**config.mk**
```make
export PLATFORM = sky130hd
export DESIGN_NAME = fetch_unit
export DESIGN_NICKNAME = d
export VERILOG_FILES = /design/src/rtl/cpu_pkg.sv /design/src/rtl/fetch_next_pc.sv /design/src/rtl/fetch_unit.sv
export SDC_FILE = /design/constraint.sdc
export NUM_CORES = 1
export LEC_CHECK = 0
export ABC_CLOCK_PERIOD_IN_PS = 6800
export BUFFER_PORTS_ARGS = -buffer_cell sky130_fd_sc_hd__clkbuf_2
export CORE_MARGIN = 3
export CORE_UTILIZATION = 55
export CTS_BUF_LIST = sky130_fd_sc_hd__clkbuf_16
export DETAILED_ROUTE_END_ITERATION = 10
export PLACE_DENSITY = 0.95
export SYNTH_ARGS = -nofsm -noshare
export SYNTH_HDL_FRONTEND = slang
export SYNTH_SLANG_ARGS = --single-unit
```
**constraint.sdc**
```tcl
create_clock -name clk -period 6.8 [get_ports clk]
set_input_delay 0 -clock clk [delete_from_list [all_inputs] [get_ports clk]]
set_output_delay 0 -clock clk [all_outputs]
set_load 0.03 [all_outputs]
```
**src/rtl/cpu_pkg.sv**
```systemverilog
// cpu_pkg: definitions shared by the fetch stage and the main decoder.
//   OP_BEQ / OP_B : branch opcodes (instr[15:12])
//   fetch_state_t : fetch_unit state encoding. HALT is present only when
//                   FETCH_HALT_EN is defined.
package cpu_pkg;

  localparam logic [3:0] OP_BEQ = 4'd14;
  localparam logic [3:0] OP_B   = 4'd15;

`ifdef FETCH_HALT_EN
  typedef enum logic [1:0] {
    FETCH = 2'd0,
    HOLD  = 2'd1,
    HALT  = 2'd2
  } fetch_state_t;
`else
  typedef enum logic [1:0] {
    FETCH = 2'd0,
    HOLD  = 2'd1
  } fetch_state_t;
`endif

endpackage

```
**src/rtl/fetch_next_pc.sv**
```systemverilog
// fetch_next_pc: combinational next-PC selection for the fetch stage.
//   instr    in  : instruction currently held by fetch
//   pc_out   in  : address instr was fetched from
//   br_taken in  : BEQ condition from execute
//   next_pc  out : B target, taken-BEQ target, or pc_out + 1 (all mod 2^PC_W)
module fetch_next_pc
  import cpu_pkg::*;
#(
  parameter int PC_W    = 8,
  parameter int INSTR_W = 16
) (
  input  logic [INSTR_W-1:0] instr,
  input  logic [PC_W-1:0]    pc_out,
  input  logic               br_taken,
  output logic [PC_W-1:0]    next_pc
);

  logic [3:0]      op;
  logic [11:0]     b_field;
  logic [PC_W-1:0] seq_pc;
  logic [PC_W-1:0] br_off;
  logic [PC_W-1:0] b_target;

  assign op       = instr[INSTR_W-1 -: 4];
  assign b_field  = instr[11:0];
  assign seq_pc   = pc_out + PC_W'(1);
  // 4-bit signed BEQ offset, relative to the sequential PC
  assign br_off   = {{(PC_W-4){instr[3]}}, instr[3:0]};
  // B target is the 12-bit field truncated or zero-extended to PC_W
  assign b_target = PC_W'(b_field);

  always_comb begin
    next_pc = seq_pc;
    if (op == OP_B) begin
      next_pc = b_target;
    end else if (op == OP_BEQ && br_taken) begin
      next_pc = seq_pc + br_off;
    end
  end

endmodule

```
**src/rtl/fetch_unit.sv**
```systemverilog
// fetch_unit: instruction fetch stage. Holds the PC, requests words from
// instruction memory (valid/ack) and hands them to the decoder (valid/ready).
// Optional feature macro: FETCH_HALT_EN (accepting a self-branch B halts fetch).
//   clk, reset (async, active-high)
//   imem_req/imem_addr/imem_rdata/imem_ack : instruction memory port
//   instr/op/pc_out/instr_valid/instr_ready : decoder port
//   br_taken : BEQ condition, used only when a BEQ is accepted
//   halted   : fetch stopped on a self-branch (0 when FETCH_HALT_EN undefined)
//
// state | meaning
// FETCH | request outstanding at pc_q, waiting for imem_ack
// HOLD  | instruction presented to decoder, waiting for accept
// HALT  | self-branch accepted, fetch stopped until reset
module fetch_unit
  import cpu_pkg::*;
#(
  parameter int              PC_W     = 8,
  parameter int              INSTR_W  = 16,
  parameter logic [PC_W-1:0] RESET_PC = '0
) (
  input  logic               clk,
  input  logic               reset,
  output logic               imem_req,
  output logic [PC_W-1:0]    imem_addr,
  input  logic [INSTR_W-1:0] imem_rdata,
  input  logic               imem_ack,
  output logic [INSTR_W-1:0] instr,
  output logic [3:0]         op,
  output logic [PC_W-1:0]    pc_out,
  output logic               instr_valid,
  input  logic               instr_ready,
  input  logic               br_taken,
  output logic               halted
);

  fetch_state_t        state_q, state_d;
  logic [PC_W-1:0]     pc_q, pc_d;
  logic [INSTR_W-1:0]  instr_q, instr_d;
  logic [PC_W-1:0]     pc_out_q, pc_out_d;
  // Keeps imem_req low while reset is held and until the first edge after it.
  logic                run_q, run_d;
  logic [PC_W-1:0]     next_pc;

  fetch_next_pc #(
    .PC_W    (PC_W),
    .INSTR_W (INSTR_W)
  ) u_next_pc (
    .instr    (instr_q),
    .pc_out   (pc_out_q),
    .br_taken (br_taken),
    .next_pc  (next_pc)
  );

  assign imem_addr = pc_q;
  assign instr     = instr_q;
  assign op        = instr_q[INSTR_W-1 -: 4];
  assign pc_out    = pc_out_q;

  always_comb begin
    state_d     = state_q;
    pc_d        = pc_q;
    instr_d     = instr_q;
    pc_out_d    = pc_out_q;
    run_d       = 1'b1;
    imem_req    = 1'b0;
    instr_valid = 1'b0;
    halted      = 1'b0;
    case (state_q)
      FETCH: begin
        imem_req = run_q;
        if (run_q && imem_ack) begin
          instr_d  = imem_rdata;
          pc_out_d = pc_q;
          state_d  = HOLD;
        end
      end
      HOLD: begin
        instr_valid = 1'b1;
        if (instr_ready) begin
          pc_d    = next_pc;
          state_d = FETCH;
`ifdef FETCH_HALT_EN
          if (op == OP_B && next_pc == pc_out_q) begin
            state_d = HALT;
          end
`endif
        end
      end
`ifdef FETCH_HALT_EN
      HALT: begin
        halted = 1'b1;
      end
`endif
      default: begin
        state_d = FETCH;
      end
    endcase
  end

  always_ff @(posedge clk or posedge reset) begin
    if (reset) begin
      state_q  <= FETCH;
      pc_q     <= RESET_PC;
      instr_q  <= '0;
      pc_out_q <= RESET_PC;
      run_q    <= 1'b0;
    end else begin
      state_q  <= state_d;
      pc_q     <= pc_d;
      instr_q  <= instr_d;
      pc_out_q <= pc_out_d;
      run_q    <= run_d;
    end
  end

endmodule
```
* After elaboration in Yosys (flattened, before gate mapping) *
Cells that the tools add are included.

operators by class
  $add $sub $neg = 2
  equality and inequality tests = 5
  mux-type cells = 7
  reduce and logical (&&, ||, !) cells = 6

operators by type and width
  operator             count
  $mux 8               2
  $add 8x1->8 const B  1
  $add 8x8->8          1
  $eq 4x4->1 const B   2
  $reduce_and 2->1     3
  $mux 2               2
  $ne 2x2->1 const B   2
  $pmux 2 s2           1
  $eq 2x1->1 const B   1
  $logic_and 1x1->1    2
  $logic_not 2->1      1
  $mux 1               2

word-level totals
  output and inout bits = 39
  input bits = 21
  word-level logic and storage cells = 25
  bits in registers = 35

* Depth between registers and ports, before layout *
Gate-level depths: netlist of run 1.

  depth after elaboration = 4
  mapped depth = 9

* By module *
A second synthesis of run 1 with hierarchy kept.

second synthesis, totals
  cell total of the unflattened synthesis = 164
  area total of the unflattened synthesis = 1979.4 um^2

by module, submodules not included
  module         area each (um^2)  cells each  instances
  fetch_unit     1392.6            81          1
  fetch_next_pc  586.8             83          1

* Worst setup path after synthesis of run 1 *
OpenSTA, ideal clock, no wires.

  path kind = flip-flop to flip-flop
  start = register pc_out_q[0], in the netlist pc_out[0]
  end = register pc_q[5], in the netlist imem_addr[5]
  cell stages (with the launch flop) = 8
  library setup time = 0.122 ns
  path buffers = 0
  path slack = 4.359 ns
  arrival = 2.319 ns
  cells stage by stage = dfrtp_1 ha_1 nand3_1 xnor2_1 ha_1 or2_2 a2111o_1 a32o_1

on the way
  longest elaborated chain between the ends = 4

ends and longest elaborated chain
  element                 line                 RTL
  start, declared         fetch_unit.sv:39     logic [PC_W-1:0] pc_out_q, pc_out_d;
  start signal, assigned  fetch_unit.sv:111    pc_out_q <= pc_out_d;
  $add 8x1->8 (*)         fetch_next_pc.sv:26  assign seq_pc = pc_out + PC_W'(1);
  $add 8x8->8             fetch_next_pc.sv:37  next_pc = seq_pc + br_off;
  $mux 8 (*)              fetch_next_pc.sv:36  end else if (op == OP_BEQ && br_taken) begin
  $mux 8 (*)              fetch_next_pc.sv:34  if (op == OP_B) begin
  end signal, assigned    fetch_unit.sv:109    pc_q <= pc_d;
  end, declared           fetch_unit.sv:37     logic [PC_W-1:0] pc_q, pc_d;

Mark *: on every way between the ends. The rest lies on a longest branch, timed or not.
A chain may end at the register's enable or synchronous reset.

* Worst setup path in the final report of run 1 *
Ends and elaborated chain as after synthesis.

==> flow_metrics.py, run 1 <==
metrics = {
    "status": {
        "outcome": "finished, final reports clean",
    },
    "critical_path": {
        "critPathMaxStageDelay_ns": 0.47,
        "critical_path.most_common_cell": "ha_1",
        "required_ns": 6.96,
        "cp_cell_sequence": "ha_1 -> nand3_1 -> xnor2_1 -> ha_1 -> or2_2 -> a2111o_1 -> a32o_1",
        "start_kind": "flop",
        "critPathArrivalTime_ns": 2.63,
        "cp_max_fo": 8,
        "worstRegToRegCells": 7,
        "r2r-start": "pc_out[0]$_DFFE_PP0P_",
        "reg2reg_to": "imem_addr[5]$_DFFE_PP0P_",
        "critPathKind": "reg2reg",
        "crit_family": "compound AO/OA/AOI/OAI gates",
        "cpMaxStageDelayCell": "dfrtp_1",
        "reg2reg_slack_ns": 4.33,
        "critPathCaptureType": "flop",
        "crit_buf_inv": 0,
    },
    "timing": {
        "finalHoldViolCount": 0,
        "fin_crit_ns": 2.47,
        "setup_viol": 0,
        "drv_slew": 0,
        "worst_clock_skew_ns": 0.00351,
        "rsz0062_at_grt": "no",
        "post-route-period-util": 0.363,
        "relSlewSlack": 0.287,
        "fmax_mhz": 405,
        "holdWs_ns": 0.319,
        "tns_ns": 0,
        "tightest_slew_ns": 1.07,
    },
    "drt": {
        "via_per_inst": 5.89,
        "wl_per_cell_um": 18.2,
        "ant_nets": 0,
        "via_count": 1667,
        "wl_um": 5150,
        "initialDrtViolationCount": 78,
        "firstDrtPassIters": 4,
        "drcViolationCount": 0,
    },
    "job": {
        "drv_cap": 0,
    },
    "synth": {
        "avgSynthCellArea_sq_um": 11.7,
        "synth_fp_nets": 195,
        "syn_area_sq_um": 1920,
        "synthDistinctLibCells": 47,
        "synth_cells": 164,
        "yosys.area.top_type": "dfrtp_1",
        "yosysMostFrequentCell": "dfrtp_1",
        "yosysWarnings": 0,
        "ys_seq_elements": 34,
        "synth_top_area_share": 0.443,
        "synth-edff-count": 0,
        "synthArstFlopShare": 1.00,
        "yosysSeqAreaShare": 0.443,
        "synthTopCellsByCount": "34 x dfrtp_1, 24 x mux2_2, 12 x nor2_1",
        "yosys-top-cells-area": "dfrtp_1 44%, mux2_2 14%, ha_1 5.9%",
        "synth_ff_type": "dfrtp_1",
    },
    "clock_network": {
        "cts_made_buffers": 5,
        "insertion_delay_ns": 0.27,
        "htree_levels": 2,
        "cts_root_buffer": "clkbuf_16",
        "clock_sinks": 34,
        "cts_resized": 0,
        "cts_tree": "built",
        "clkTransAtPathRegs_ns": 0.05,
        "cts_hold_buf": 18,
        "cts_setup_buffers": 0,
        "clock_path_buffers": 2,
    },
    "floorplanning": {
        "die_y_um": 65.1,
        "start_util": 0.600,
        "die_area_sq_um": 4240,
        "rows": 20,
        "io_pins": 60,
        "core_sq_um": 3200,
        "die_w_um": 65.1,
    },
    "pwr": {
        "power_frac_seq": 0.306,
        "powerDensity_nw_per_um2": 460,
        "ir_worst_vdd_mv": 0.356,
        "p_int_w": 0.000632,
        "p_leak_nw": 1.25,
        "pwr-share-clk": 0.174,
        "p_sw_w": 0.000532,
        "swShare": 0.457,
        "comb_power_share": 0.520,
    },
    "layout": {
        "multiInputGateArea_sq_um": 1000,
        "drive_above_1_share": 0.397,
        "nNetsFinal": 270,
        "fillers": 194,
        "antenna_cells": 0,
        "area_growth_pct": 31.7,
        "seqCellArea_sq_um": 851,
        "final_cells": 283,
    },
    "grt": {
        "grt.overflow.total": 0,
        "grt_start_max_net_pins": 35,
        "antenna_found_initial": 0,
        "grt_pass1_wl_um": 8420,
        "grt_pass1_vias": 1719,
        "grt_usage": 0.268,
    },
    "placed_design": {
        "port-buffer-count": 58,
        "place_inst": 258,
        "routabilityCongestion": 0.840,
        "dp_hpwl_um": 3010,
    },
    "worst_hold_path": {
        "hp-start": "br_taken",
        "worstHoldPathCells": 5,
        "hold_path_class": "in2reg",
        "min_to": "imem_addr[7]$_DFFE_PP0P_",
    },
}
[logic make-up after synthesis]
family | after synthesis | synth area share
AOI/OAI and AO/OA | 35 | 0.145
adders and majority gates | 10 | 0.0690
and+or+nand+nor | 36 | 0.104
DFF | 34 | 0.443
xor gates and xnor gates | 9 | 0.0488
other | 2 | 0.00391
buffers and inverters | 12 | 0.0352
muxes | 26 | 0.151
[power groups by stage]
stage	Clock, W	Combinational (W)	Sequential (W)
after floorplan	0	0.000311	0.000464
after global placement	0	0.000553	0.000347
after detailed placement	0	0.000565	0.000352
after CTS	0.000207	0.000585	0.000350
after global routing	0.000215	0.000640	0.000367
final	0.000203	0.000605	0.000356
[through the flow]
stage	power (W)	util	cell area, sq um	setup slack [ns]
detailed placement	0.000917	0.693	2220	4.46
global route	0.00122	0.790	2530	4.20
floorplan	0.000775	-	1920	4.36
CTS	0.00114	0.790	2530	4.42
global placement	0.000900	0.693	2220	4.52
finish	0.00116	0.790	2530	4.33
[how the worst max path moves through the flow]
stage                                startpoint                        to  slack [ns]  depth (start not counted)
after floorplan           pc_out[0]$_DFFE_PP0P_  imem_addr[5]$_DFFE_PP0P_        4.36                          7
after global placement    pc_out[0]$_DFFE_PP0P_  imem_addr[5]$_DFFE_PP0P_        4.52                          7
after detailed placement  pc_out[0]$_DFFE_PP0P_  imem_addr[5]$_DFFE_PP0P_        4.46                          7
after CTS                 pc_out[0]$_DFFE_PP0P_  imem_addr[5]$_DFFE_PP0P_        4.42                          7
after global routing      pc_out[0]$_DFFE_PP0P_  imem_addr[5]$_DFFE_PP0P_        4.20                          7
final                     pc_out[0]$_DFFE_PP0P_  imem_addr[5]$_DFFE_PP0P_        4.33                          7
[cells in the final DEF (no fill, tap or decap), drive strengths merged, types with 5 or more instances in the layout]
cell type    instances
clkbuf              63
a211oi               6
o21ai                5
mux2                24
dlygate4sd3         18
a21o                 6
nor2                13
dfrtp               34
ha                   9
inv                  5
nand2                7
[worst reg2reg max path: cells and delay by family (launching register included)]
kind,cells,cell delay (ns)
fa+ha+maj,2,0.54
compound gates,2,0.69
simple gates,2,0.42
flops,1,0.47
xor+xnor,1,0.23
[per-layer routing]
metal  GRT usage  share of wire  vias up
li1            -              -      749
met1       0.322           0.38      791
met2       0.450           0.50      108
met3      0.0769          0.082       19
met4       0.114          0.030        0
met5           0              0        -
[layout make-up]
type,count,area share
clock buffers,5,0.0494
clock inverters,2,0.00297
inverters,3,0.00445
multi-input cells,118,0.396
flip-flops and latches,34,0.336
well taps,44,0.0217
repair buffers,77,0.189
[state kept, by name (all words and copies together), names as in the netlist]
register	count
run_q	1
pc_out	8
state_q	1
imem_addr	8
instr	16
No activity file was read; power rests on OpenSTA's default activity.
==> run 2: changes to the inputs <==
- ABC_CLOCK_PERIOD_IN_PS: 6800 -> 2300
- CORE_UTILIZATION: 55 -> 51
- PLACE_DENSITY: 0.95 -> 0.9
- clock period: 6.8 -> 2.3 ns (I/O delays scaled with it)
==> run 2 against run 1 <==
  * Setup slack got worse by 4.3 ns
  * Sequential cell count unchanged
  * Clock-buffer cell count unchanged
  * Cell area rose by 3.8%
  * Critical endpoint unchanged
  * Total power grew to 3.1 times the previous value
  * Final cell count rose by 2.8%
  * Combinational power rose to 3.2 times the previous value
  * Global-route usage shrank 3.3 points
  * Clock power grew to 3.0 times the previous value
==> flow_metrics.py, run 2 (synthesis gave the netlist of run 1 again) <==
metrics = {
    "drt": {
        "ant_nets": 0,
        "via_per_inst": 5.68,
        "firstDrtPassIters": 4,
        "initialDrtViolationCount": 127,
        "via_count": 1653,
        "drcViolationCount": 0,
        "wl_um": 5050,
        "wl_per_cell_um": 17.3,
    },
    "pwr": {
        "fin_total_pwr_w": 0.00356,
        "powerDensity_nw_per_um2": 1360,
        "ir_worst_vdd_mv": 0.746,
        "p_leak_nw": 1.28,
    },
    "timing": {
        "fmax_mhz": 438,
        "post-route-period-util": 0.992,
        "tightest_slew_ns": 0.584,
        "rsz0062_at_grt": "yes",
        "finalHoldViolCount": 0,
        "relSlewSlack": 0.610,
        "holdWs_ns": 0.237,
        "fin_crit_ns": 2.28,
        "worst_clock_skew_ns": 0.00349,
        "fin_ws_ns": 0.0178,
        "drv_slew": 0,
        "setup_viol": 0,
    },
    "critical_path": {
        "start_kind": "flop",
        "critPathArrivalTime_ns": 2.44,
        "critPathCaptureType": "flop",
        "required_ns": 2.46,
        "critical_path.most_common_cell": "buf_4",
        "critPathKind": "reg2reg",
        "reg2reg_to": "imem_addr[5]$_DFFE_PP0P_",
        "critPathMaxStageDelay_ns": 0.42,
        "cp_max_fo": 5,
        "r2r-start": "pc_out[0]$_DFFE_PP0P_",
        "cpMaxStageDelayCell": "dfrtp_2",
        "reg2reg_slack_ns": 0.02,
        "cp_cell_sequence": "buf_4 -> buf_4 -> nand2_1 -> nor2_1 -> xor2_1 -> ha_1 -> a2111o_1 -> a32o_1",
        "worstRegToRegCells": 8,
    },
    "grt": {
        "antenna_found_initial": 0,
        "grt_pass1_wl_um": 7760,
        "grtUsageMet2": 0.383,
        "met3_usage": 0.0849,
        "met1_usage": 0.280,
        "grt.overflow.total": 0,
        "grt_pass1_vias": 1664,
        "grt_start_max_net_pins": 26,
        "grt_busiest_layer": "met2",
        "grt_usage": 0.235,
    },
    "placed_design": {
        "port-buffer-count": 58,
        "routabilityCongestion": 0.908,
        "dp_worst_setup_slack_ns": 0.0312,
        "dp_hpwl_um": 3140,
        "place_inst": 263,
    },
    "floorplanning": {
        "die_w_um": 67.4,
        "rows": 21,
        "start_util": 0.554,
        "core_sq_um": 3470,
        "die_area_sq_um": 4540,
        "die_y_um": 67.4,
        "io_pins": 60,
    },
    "clock_network": {
        "cts_root_buffer": "clkbuf_16",
        "insertion_delay_ns": 0.27,
        "cts_tree": "built",
        "htree_levels": 2,
        "clock_sinks": 34,
        "clock_path_buffers": 2,
        "cts_made_buffers": 5,
        "clkTransAtPathRegs_ns": 0.05,
    },
    "layout": {
        "fillers": 223,
        "drive_above_1_share": 0.449,
        "layout_commonest_cell": "clkbuf_2",
        "finish.utilization": 0.758,
        "antenna_cells": 0,
        "nNetsFinal": 276,
        "final_cells": 291,
        "area_growth_pct": 36.7,
        "largest_register_ffs": 16,
        "final_cell_mix": "58 x clkbuf_2, 31 x dfrtp_1, 24 x mux2_2, 18 x dlygate4sd3_1, 12 x nor2_1",
    },
    "worst_hold_path": {
        "min_to": "state_q[0]$_DFFE_PP0P_",
        "hold_path_class": "in2reg",
        "hp-start": "imem_ack",
        "worstHoldPathCells": 4,
    },
    "job": {
        "drv_cap": 0,
    },
    "status": {
        "outcome": "finished, final reports clean",
    },
}
## run 2: timing repair
action	4_1_cts	5_1_grt
resized for setup	0	7
endpoints found under the hold margin	30	0
setup endpoints to repair	0	3
hold buffers	18	0
buffers inserted	0	3
## run 2: worst max path at each step
stage	start	endpoint	slack [ns]	cells past startpoint
floorplan	pc_out[0]$_DFFE_PP0P_	imem_addr[5]$_DFFE_PP0P_	0.03	7
global placement	pc_out[0]$_DFFE_PP0P_	imem_addr[5]$_DFFE_PP0P_	0.1	7
detailed placement	pc_out[0]$_DFFE_PP0P_	imem_addr[5]$_DFFE_PP0P_	0.03	7
CTS	pc_out[0]$_DFFE_PP0P_	imem_addr[5]$_DFFE_PP0P_	0.005	7
global route	pc_out[0]$_DFFE_PP0P_	imem_addr[5]$_DFFE_PP0P_	-0.09	8
finish	pc_out[0]$_DFFE_PP0P_	imem_addr[5]$_DFFE_PP0P_	0.02	8
## run 2: cell type report
class                           instances  area (sq um)  share of cell area
Tap cell                               46          57.6              0.0219
Multi-Input combinational cell        118          1050               0.399
Timing Repair Buffer                   83           523               0.199
Inverter                                3          11.3             0.00429
Clock buffer                            5           125              0.0476
Clock inverter                          2          7.51             0.00286
Sequential cell                        34           855               0.325
## run 2: layer usage
metal | vias up | part of all wire
li1 | 760 | -
met1 | 784 | 0.39
met2 | 91 | 0.50
met3 | 18 | 0.077
met4 | 0 | 0.029
met5 | - | 0
## run 2: per-stage QoR
step	area [sq um]	TNS, ns
after global routing	2630	-0.0922
after floorplan	1940	0
after CTS	2570	0
after global placement	2260	0
final	2630	0
after detailed placement	2260	0
## run 2: worst max-delay path: cells and delay by family, from the launching register on
kind                       cells  cell delay [ns]
AOI/OAI and AO/OA              2             0.59
xor gates and xnor gates       1             0.36
adders and majority gates      1             0.34
buffers and inverters          2             0.24
DFF                            1             0.42
and+or+nand+nor                2             0.22
## run 2: power by group
part | internal [W] | switching (W) | leakage [nW] | total [W]
Clock | 0.000386 | 0.000222 | 0.0723 | 0.000608
Combinational | 0.000802 | 0.00111 | 0.791 | 0.00191
Sequential | 0.000797 | 0.000249 | 0.417 | 0.00105
==> run 3: changes to the inputs <==
- GPL_TIMING_DRIVEN: default -> 0
==> run 3 against run 2 <==
  * Non-clock buffer count increased by 9
  * Clock skew about the same
  * Register-to-register slack improved by 0.05 ns
  * First-iteration DRC count decreased by 49%
  * Total power increased by 1.4%
  * Fmax increased by 2.0%
  * Die area unchanged
  * Final cell count increased by 3.4%
  * Critical path depth unchanged
  * Clock power increased by 3%
  * Clock-buffer cell count unchanged
  * Critical endpoint is now imem_addr[7]$_DFFE_PP0P_
  * Highest routed layer unchanged
==> flow_metrics.py, run 3 (synthesis gave the netlist of run 1 again) <==
metrics = {
    "status": {
        "outcome": "finished, final reports clean",
    },
    "layout": {
        "drive_above_1_share": 0.463,
        "final_cell_mix": "58 x clkbuf_2, 32 x dfrtp_1, 24 x mux2_2, 18 x dlygate4sd3_1, 12 x nor2_1",
        "area_growth_pct": 41.1,
        "nNetsFinal": 285,
        "layout_commonest_cell": "clkbuf_2",
        "antenna_cells": 0,
        "largest_register_ffs": 16,
        "fillers": 211,
        "final_cells": 301,
    },
    "critical_path": {
        "cp_max_fo": 6,
        "start_kind": "flop",
        "critPathKind": "reg2reg",
        "required_ns": 2.45,
        "critPathCaptureType": "flop",
        "critPathArrivalTime_ns": 2.39,
    },
    "clock_network": {
        "cts_tree": "built",
        "clock_path_buffers": 2,
        "htree_levels": 2,
        "clock_sinks": 34,
        "insertion_delay_ns": 0.28,
        "cts_root_buffer": "clkbuf_16",
        "clkTransAtPathRegs_ns": 0.05,
        "cts_made_buffers": 5,
    },
    "timing": {
        "post-route-period-util": 0.973,
        "drv_slew": 0,
        "fin_crit_ns": 2.24,
        "finalHoldViolCount": 0,
        "holdWs_ns": 0.242,
        "fmax_mhz": 447,
        "tightest_slew_ns": 0.666,
        "worst_clock_skew_ns": 0.00318,
        "relSlewSlack": 0.553,
        "setup_viol": 0,
    },
    "floorplanning": {
        "die_w_um": 67.4,
        "core_sq_um": 3470,
        "io_pins": 60,
        "die_y_um": 67.4,
        "rows": 21,
        "die_area_sq_um": 4540,
        "start_util": 0.554,
    },
    "placed_design": {
        "port-buffer-count": 58,
        "routabilityCongestion": 0.910,
        "dp_hpwl_um": 3070,
        "place_inst": 268,
    },
    "pwr": {
        "p_leak_nw": 1.32,
        "ir_worst_vdd_mv": 0.610,
        "powerDensity_nw_per_um2": 1330,
    },
    "drt": {
        "via_count": 1642,
        "ant_nets": 0,
        "initialDrtViolationCount": 65,
        "firstDrtPassIters": 4,
        "wl_per_cell_um": 15.9,
        "wl_um": 4770,
        "drcViolationCount": 0,
        "via_per_inst": 5.46,
    },
    "job": {
        "drv_cap": 0,
    },
    "grt": {
        "antenna_found_initial": 0,
        "grt.overflow.total": 0,
        "grt_start_max_net_pins": 35,
        "grt_usage": 0.229,
        "grt_pass1_vias": 1567,
        "grt_pass1_wl_um": 7560,
    },
    "worst_hold_path": {
        "hold_path_class": "in2reg",
    },
}
==> run 3: repair_timing <==
item,CTS,global route
hold buffers,17,1
gates resized for setup,1,6
pin swaps,0,4
endpoints found under the hold margin,17,16
setup endpoints to repair,1,2
setup buffers,2,4
==> run 3: worst max-delay path, cell delays in order (launching register included) <==
cell      delay [ns]
dfrtp_1         0.51
nand3_1         0.14
xnor2_1         0.17
ha_1            0.36
o21ai_1         0.09
o21ai_1         0.23
a41oi_1         0.22
a32oi_1         0.28
o211ai_1        0.12
==> run 3: power by group <==
group | internal, W | switching (W) | total, W
Sequential | 0.000795 | 0.000247 | 0.00104
Clock | 0.000390 | 0.000234 | 0.000625
Combinational | 0.000867 | 0.00108 | 0.00195
==> run 3: through the flow <==
| step | instance area [sq um] | utilization | power [W] | setup TNS (ns) | setup slack (ns) |
|---|---|---|---|---|---|
| floorplan | 1940 | - | 0.00232 | 0 | 0.0261 |
| global placement | 2280 | 0.659 | 0.00270 | -0.0428 | -0.0428 |
| detailed placement | 2280 | 0.659 | 0.00275 | -0.0644 | -0.0644 |
| CTS | 2620 | 0.754 | 0.00345 | 0 | 0.0144 |
| global route | 2710 | 0.782 | 0.00385 | -0.0554 | -0.0542 |
| finish | 2710 | 0.782 | 0.00361 | 0 | 0.0632 |
==> run 3: final timing paths <==
check / from / endpoint / slack, ns / cells past startpoint
setup / recovery: pc_out[2]$_DFFE_PP0P_ / imem_addr[7]$_DFFE_PP0P_ / 0.06 / 8
max in group asynchronous: reset / pc_out[1]$_DFFE_PP0P_ / 1.57 / 4
min in group asynchronous: reset / imem_addr[0]$_DFFE_PP0P_ / 0.27 / 3
setup reg to reg: pc_out[2]$_DFFE_PP0P_ / imem_addr[7]$_DFFE_PP0P_ / 0.06 / 8
hold reg to reg: imem_addr[0]$_DFFE_PP0P_ / imem_addr[0]$_DFFE_PP0P_ / 0.51 / 2
hold / removal: imem_ack / instr[6]$_DFFE_PP0P_ / 0.24 / 3
==> run 3: cell type report <==
class	count	area [sq um]	area share
Buffer	9	56.3	0.0208
Clock buffer	5	125	0.0461
Clock inverter	3	12.5	0.00461
Inverter	3	11.3	0.00415
Multi-Input combinational cell	118	1050	0.388
Sequential cell	34	853	0.315
Tap cell	46	57.6	0.0212
Timing Repair Buffer	83	543	0.200
==> run 3: layer usage <==
layer / vias up / global-route usage / wire, um
met5: - / 0 / 0
met4: 0 / 0.101 / 80
met3: 9 / 0.0549 / 342
met2: 73 / 0.371 / 2330
met1: 782 / 0.291 / 2020
li1: 778 / - / -
